[src/rtl/picodevice_irq_pkg.sv]
// Shared types and constants for the picodevice interrupt front-end.
// The line state encoding is fixed so the state flops can be read directly.
package picodevice_irq_pkg;

  typedef enum logic [1:0] {
    IRQ_IDLE = 2'b00,
    IRQ_PEND = 2'b01,
    IRQ_SERV = 2'b10
  } irq_state_e;

  localparam int IRQ_LINES       = 16;
  localparam int DEF_SYNC_STAGES = 2;

endpackage

[src/rtl/picodevice_irq_line.sv]
// One interrupt line: synchroniser, trigger detect, IDLE/PEND/SERV state machine,
// and the rearm/lost tracking for edges that arrive while the line is in service.
module picodevice_irq_line
  import picodevice_irq_pkg::*;
#(
  parameter bit EDGE        = 1'b0,
  parameter int SYNC_STAGES = DEF_SYNC_STAGES
) (
  input  logic clk,
  input  logic resetn,
  input  logic i_src_irq,
  input  logic i_enable,
  input  logic i_eoi_rise,
  input  logic i_eoi_fall,
  output logic o_irq,
  output logic o_src_ack,
  output logic o_lost
);

  logic [SYNC_STAGES-1:0] r_sync;
  logic                   r_s_d;
  irq_state_e             r_state;
  irq_state_e             w_state_nxt;
  logic                   r_rearm;
  logic                   w_rearm_nxt;
  logic                   r_lost;
  logic                   w_lost_nxt;
  logic                   r_ack;
  logic                   w_ack_nxt;
  logic                   r_irq;
  logic                   w_s;
  logic                   w_trig;
  logic                   w_edge_trig;
  logic                   w_level_hold;

  assign w_s          = r_sync[SYNC_STAGES-1];
  assign w_trig       = EDGE ? (w_s & ~r_s_d) : w_s;
  assign w_edge_trig  = EDGE & w_trig;
  // A level line still asserted at retirement goes straight back to pending.
  assign w_level_hold = ~EDGE & w_s & i_enable;

  // Synchroniser chain and delayed copy for edge detection.
  always_ff @(posedge clk) begin
    if (!resetn) begin
      r_sync <= '0;
      r_s_d  <= 1'b0;
    end else begin
      r_sync <= {r_sync[SYNC_STAGES-2:0], i_src_irq};
      r_s_d  <= w_s;
    end
  end

  // Next-state, rearm/lost and acknowledge decode.
  always_comb begin
    w_state_nxt = r_state;
    w_rearm_nxt = r_rearm;
    w_lost_nxt  = r_lost;
    w_ack_nxt   = 1'b0;
    case (r_state)
      IRQ_IDLE: begin
        if (w_trig && i_enable) begin
          w_state_nxt = IRQ_PEND;
        end else begin
          w_state_nxt = IRQ_IDLE;
        end
      end
      IRQ_PEND: begin
        if (i_eoi_rise) begin
          w_state_nxt = IRQ_SERV;
        end else if (!i_enable) begin
          w_state_nxt = IRQ_IDLE;
        end else begin
          w_state_nxt = IRQ_PEND;
        end
      end
      IRQ_SERV: begin
        if (w_edge_trig) begin
          if (r_rearm) begin
            w_lost_nxt = 1'b1;
          end else begin
            w_rearm_nxt = 1'b1;
          end
        end else begin
          w_rearm_nxt = r_rearm;
        end
        // An edge coinciding with eoi fall still counts as a rearm.
        if (i_eoi_fall) begin
          w_ack_nxt   = 1'b1;
          w_rearm_nxt = 1'b0;
          if (r_rearm || w_edge_trig || w_level_hold) begin
            w_state_nxt = IRQ_PEND;
          end else begin
            w_state_nxt = IRQ_IDLE;
          end
        end else begin
          w_state_nxt = IRQ_SERV;
        end
      end
      default: begin
        w_state_nxt = IRQ_IDLE;
        w_rearm_nxt = 1'b0;
      end
    endcase
  end

  // State, flags and registered outputs.
  always_ff @(posedge clk) begin
    if (!resetn) begin
      r_state <= IRQ_IDLE;
      r_rearm <= 1'b0;
      r_lost  <= 1'b0;
      r_ack   <= 1'b0;
      r_irq   <= 1'b0;
    end else begin
      r_state <= w_state_nxt;
      r_rearm <= w_rearm_nxt;
      r_lost  <= w_lost_nxt;
      r_ack   <= w_ack_nxt;
      r_irq   <= (w_state_nxt == IRQ_PEND);
    end
  end

  assign o_irq     = r_irq;
  assign o_src_ack = r_ack;
  assign o_lost    = r_lost;

endmodule

[src/rtl/picodevice_irq_ctrl.sv]
// Interrupt front-end for the picodevice IRQ bus: sixteen independent lines
// sharing one registered copy of the device eoi bus for edge detection.
module picodevice_irq_ctrl
  import picodevice_irq_pkg::*;
#(
  parameter int                 NUM_IRQ     = IRQ_LINES,
  parameter logic [NUM_IRQ-1:0] EDGE_MASK   = 16'h0000,
  parameter int                 SYNC_STAGES = DEF_SYNC_STAGES
) (
  input  logic               clk,
  input  logic               resetn,
  input  logic [NUM_IRQ-1:0] src_irq,
  input  logic [NUM_IRQ-1:0] enable,
  output logic [NUM_IRQ-1:0] irq,
  input  logic [NUM_IRQ-1:0] eoi,
  output logic [NUM_IRQ-1:0] src_ack,
  output logic [NUM_IRQ-1:0] lost
);

  logic [NUM_IRQ-1:0] r_eoi_d;
  logic [NUM_IRQ-1:0] w_eoi_rise;
  logic [NUM_IRQ-1:0] w_eoi_fall;

  assign w_eoi_rise = eoi & ~r_eoi_d;
  assign w_eoi_fall = ~eoi & r_eoi_d;

  // Previous eoi value; restarts at zero so eoi held across reset looks like a rise.
  always_ff @(posedge clk) begin
    if (!resetn) begin
      r_eoi_d <= '0;
    end else begin
      r_eoi_d <= eoi;
    end
  end

  for (genvar g = 0; g < IRQ_LINES; g++) begin : g_line
    picodevice_irq_line #(
      .EDGE        (EDGE_MASK[g]),
      .SYNC_STAGES (SYNC_STAGES)
    ) u_line (
      .clk        (clk),
      .resetn     (resetn),
      .i_src_irq  (src_irq[g]),
      .i_enable   (enable[g]),
      .i_eoi_rise (w_eoi_rise[g]),
      .i_eoi_fall (w_eoi_fall[g]),
      .o_irq      (irq[g]),
      .o_src_ack  (src_ack[g]),
      .o_lost     (lost[g])
    );
  end

endmodule

[config.mk]
export PLATFORM = sky130hd
export DESIGN_NAME = picodevice_irq_ctrl
export DESIGN_NICKNAME = d
export VERILOG_FILES = /design/src/rtl/picodevice_irq_pkg.sv /design/src/rtl/picodevice_irq_line.sv /design/src/rtl/picodevice_irq_ctrl.sv
export SDC_FILE = /design/constraint.sdc
export NUM_CORES = 1
export LEC_CHECK = 0
export ABC_CLOCK_PERIOD_IN_PS = 2200
export CORE_ASPECT_RATIO = 1.5
export CORE_UTILIZATION = 35
export CTS_CLUSTER_DIAMETER = 200
export CTS_CLUSTER_SIZE = 12
export DETAILED_ROUTE_END_ITERATION = 8
export PLACE_DENSITY_LB_ADDON = 0.3
export SLEW_MARGIN = 20
export SYNTH_ARGS = -nofsm -noshare
export SYNTH_HDL_FRONTEND = slang
export SYNTH_HIERARCHICAL = 1
export SYNTH_SLANG_ARGS = --single-unit
[constraint.sdc]
create_clock -name clk -period 2.2 [get_ports clk]
set_input_delay 0.66 -clock clk [delete_from_list [all_inputs] [get_ports clk]]
set_output_delay 0.66 -clock clk [all_outputs]
set_load 0.01 [all_outputs]
; After elaboration in Yosys (flattened, before gate mapping)
; Index checks and enable logic that the tools add are counted.
[totals]
register_bits = 128
input_bits = 50
word_cells = 421
[classes]
eq_ne = 64
mux = 144
n_bitwise = 36
reduce_logical = 96
[op_table]
columns = op, count
row1 = $pmux 2 s3, 16
row2 = $mux 1, 80
row3 = $eq 2x1->1 const B, 32
row4 = $mux 2, 32
row5 = $reduce_and 2->1, 32
row6 = $and 16x16->16, 2
row7 = $eq 2x2->1 const B, 16
row8 = $logic_not 2->1, 16
row9 = $ne 2x2->1 const B, 16
row10 = $not 16->16, 2
row11 = $pmux 1 s2, 16
row12 = $reduce_or 2->1, 16
row13 = $and 1x1->1, 16
row14 = $logic_and 1x1->1, 16
row15 = $logic_or 1x1->1, 16
row16 = $not 1->1, 16

; Longest topological paths before layout
[logic_depth]
word_depth = 6
mapped_depth = 4
mapped_depth_nobuf = 4

; Modules after synthesis
; Netlist, hierarchy kept.
[by_module_without_submodules]
columns = module, instances, cells_per_inst, area_per_inst_um2, seq_area_each_um2
row1 = picodevice_irq_line, 16, 21, 207.7, 120.1
row2 = picodevice_irq_ctrl, 1, 65, 631.9, 320.3

; Worst setup path before layout
; OpenSTA, ideal clock, no wires.
[synth_path]
path_kind = input-to-reg
startpoint = input port eoi[0]
endpoint = register g_line[0].u_line.r_state[1]
t_arrival_ps = 1061
t_required_ps = 2085
path_slack_ps = 1024
path_stages = 4
path_buffers = 0
cell_sequence = nor2b_1 nand2b_1 o21ai_1 and2_1
[synth_via]
elab_chain_cells = 4
word_cells_on_any_way = 6
[synth_rtl]
columns = element, line
row1 = "start, declared", picodevice_irq_ctrl.sv:15  ; input logic [NUM_IRQ-1:0] eoi,
row2 = $not 16->16, picodevice_irq_ctrl.sv:25  ; assign w_eoi_fall = ~eoi & r_eoi_d;
row3 = $and 16x16->16, picodevice_irq_ctrl.sv:25
row4 = $mux 2, picodevice_irq_line.sv:87  ; if (i_eoi_fall) begin
row5 = $pmux 2 s3 *, picodevice_irq_line.sv:59  ; case (r_state)
row6 = "end signal, assigned", picodevice_irq_line.sv:115  ; r_state <= w_state_nxt;
row7 = "end, declared", picodevice_irq_line.sv:22  ; irq_state_e r_state;
; Every way passes the cells marked *; elsewhere a longest branch is shown, timed or not.
; A chain may end at the register's enable or synchronous reset.

; Final worst setup path
[layout_path]
startpoint = register g_line[7].u_line.r_ack
endpoint = output port src_ack[7]
[layout_lines]
columns = element, line
row1 = "start, declared", picodevice_irq_line.sv:28  ; logic r_ack;
row2 = "start signal, assigned", picodevice_irq_line.sv:118  ; r_ack <= w_ack_nxt;
row3 = "end, declared", picodevice_irq_ctrl.sv:16  ; output logic [NUM_IRQ-1:0] src_ack,
; No word-level cell between the ends.

==> metrics.yaml <==
cells_and_area:
  layout.cells.non_filler: 628
  n_fill_cell: 1096
  post-route-util_pct: 46.4
  drive_gt1_share_pct: 3.33
  area_delta_synth_final_pct: 29.1
  fin_nets: 527
  diodes: 0
timing:
  rsz0062_at_grt: "false"
  skew_ns: 0.00499
  fin_crit_sh_pct: 84.7
  fmax_mhz: 537
  slew_violations: 0
  fin_crit_ns: 1.86
  tns_ns: 0
  setup_viol: 0
  hold_viol_final: 0
route:
  drc: 0
  ant_nets: 0
  highest_layer: "met4"
  wl_met3_um: 361
  post_drt_wl_per_cell_um: 10.5
  m1WireLength_um: 2710
  wl_um: 6590
  dr.first_iter.drc_count: 67
  wl_met2_um: 3360
  firstDrtPassIters: 4
  viasPerCell: 4.40
  dr_total_vias: 2764
global_routing:
  grt_pass1_wl_um: 10900
  grt_pass1_vias: 2580
  grt_usage_pct: 12.1
  antenna_found_initial: 0
  grt_start_max_net_pins: 97
  grt_overflow: 0
yosys:
  synthCells: 401
  synth_top_area_share_pct: 56.7
  synth-seq-area-share_pct: 56.7
  synth_top_cells_by_area: "dfxtp_1, and2_1, nand3b_1, nor2b_1, a21oi_1"
  yosys_warnings: 6
  synth_top_cell_by_area: "dfxtp_1"
  syn-num-nets: 451
  synthDistinctLibCells: 13
  synth_seq_cells: 112
  synth_area_um2: 3960
  synth_area_per_cell_um2: 9.86
clock_network:
  cts_num_sinks: 112
  htreeDepth: 3
  clk_pin_slew_ns: 0.06
  cts_setup_buffers: 0
  postCtsHoldBufs: 0
  cts_tree: "yes"
  root_buffer: "clkbuf_16"
  cts_buffer_depth: 2
  clock_latency_ns: 0.34
  cts_made_buffers: 9
  cts_resized: 0
placed_design:
  gp_congestion: 0.738
  io_buffers: 81
  dp_hpwl_um: 4500
  dp_cells: 613
worst_setup_path:
  crit_type: "register to output port"
  critPathBufInv: 1
  path_max_fanout: 1
  startpoint_type: "register"
  r2r_slack_ns: 1.20
  crit_required_ns: 1.54
  crit_arrival_ns: 1.20
  endpoint_kind: "output port"
  slowest_stage: "clkdlybuf4s50_1"
  crit_family: "buffers and inverters"
  max_stage_delay_ns: 0.56
  path_cells: "clkdlybuf4s50_1"
pwr:
  peakVddDrop_uv: 355
  cellPowerDensity_nw_per_um2: 754
  leakagePower_nw: 1.95
floorplanning:
  die_w_um: 88.8
  ioPinCount: 98
  dieArea_um2: 11700
  die_y_um: 132
  fp.coreArea_um2: 11000
  start_util_pct: 36.0
  std_cell_rows: 47
run:
  max-cap-violations: 0
run_status:
  status: "complete, no violations"
worst_hold_path:
  hp-class: "register to register"
==> cells in the final DEF (no fill, tap or decap) <==
cell type,netlist,layout
a21oi_1,32,32
and2_1,64,64
and4b_1,16,16
buf_12,0,1
buf_2,0,1
clkbuf_1,0,1
clkbuf_16,0,9
clkbuf_8,0,1
clkdlybuf4s50_1,0,80
clkinv_2,0,1
clkinv_4,0,1
clkinvlp_4,0,1
conb_1,16,16
dfxtp_1,112,112
inv_6,0,1
nand2_1,32,32
nand2b_1,16,16
nand3b_1,32,32
nor2_1,16,16
nor2b_1,32,32
o21ai_1,16,16
==> synth_stat cells <==
| master | instances |
|---|---|
| a21oi_1 | 32 |
| and4b_1 | 16 |
| conb_1 | 16 |
| and2_1 | 64 |
| nand2b_1 | 16 |
| nor2b_1 | 32 |
| nor2_1 | 16 |
| nand2_1 | 32 |
| buf_6 | 1 |
| nand3b_1 | 32 |
| o21ai_1 | 16 |
| buf_4 | 16 |
| dfxtp_1 | 112 |
==> through the flow <==
stage,setup slack [ns],total power [mW],area (µm²),hold WS [ns]
global route,0.273,4.04,5110,0.443
floorplan,1.02,2.29,3960,0.412
detailed placement,0.455,2.41,4830,0.417
CTS,0.309,3.93,5110,0.434
finish,0.337,3.85,5110,0.432
global placement,0.494,2.40,4830,0.415
==> path summary, 6_finish.rpt <==
check	start	end	depth (start not counted)
setup / recovery	g_line[7].u_line/o_src_ack	src_ack[7]	1
hold reg to reg	g_line[15].u_line/r_sync[0]	g_line[15].u_line/r_sync[1]	1
setup reg to reg	r_eoi_d[9]	g_line[9].u_line/o_irq	4
hold / removal	g_line[15].u_line/r_sync[0]	g_line[15].u_line/r_sync[1]	1
==> cells by family (layout without fill, tap and decap cells) <==
family / after synthesis / count (layout) / share of synthesized area (%)
flops: 112 / 112 / 56.7
other cells: 16 / 16 / 1.52
buf+inv: 17 / 97 / 3.32
simple gates: 208 / 208 / 32.4
compound gates: 48 / 48 / 6.07
==> state kept, by name, indices dropped and copies added, names as in the netlist <==
| name | cells |
|---|---|
| g_line.u_line/r_state | 32 |
| g_line.u_line/r_sync | 32 |
| g_line.u_line/o_irq | 16 |
| g_line.u_line/o_src_ack | 16 |
| r_eoi_d | 16 |
==> area by class of cell <==
type                       count  area, µm²  area share (%)
clock buffer                  11        243            4.75
clock inverter                 4       30.0           0.588
multi-input combinational    272       1580            31.0
sequential                   112       2240            43.9
tap                          147        184            3.60
timing repair buffer          82        826            16.2
==> routing by layer <==
layer | up-vias | track usage [%]
li1 | 1435 | -
met1 | 1258 | 12.8
met2 | 62 | 20.9
met3 | 9 | 3.63
met4 | 0 | 6.72
met5 | - | 0
==> report_power, final <==
group	internal [mW]	total (mW)	switching [mW]
clock network	0.797	1.49	0.694
logic	0.149	0.253	0.104
registers	2.09	2.11	0.0228
total	3.03	3.85	0.821
Power figures use the tool's default switching activity.
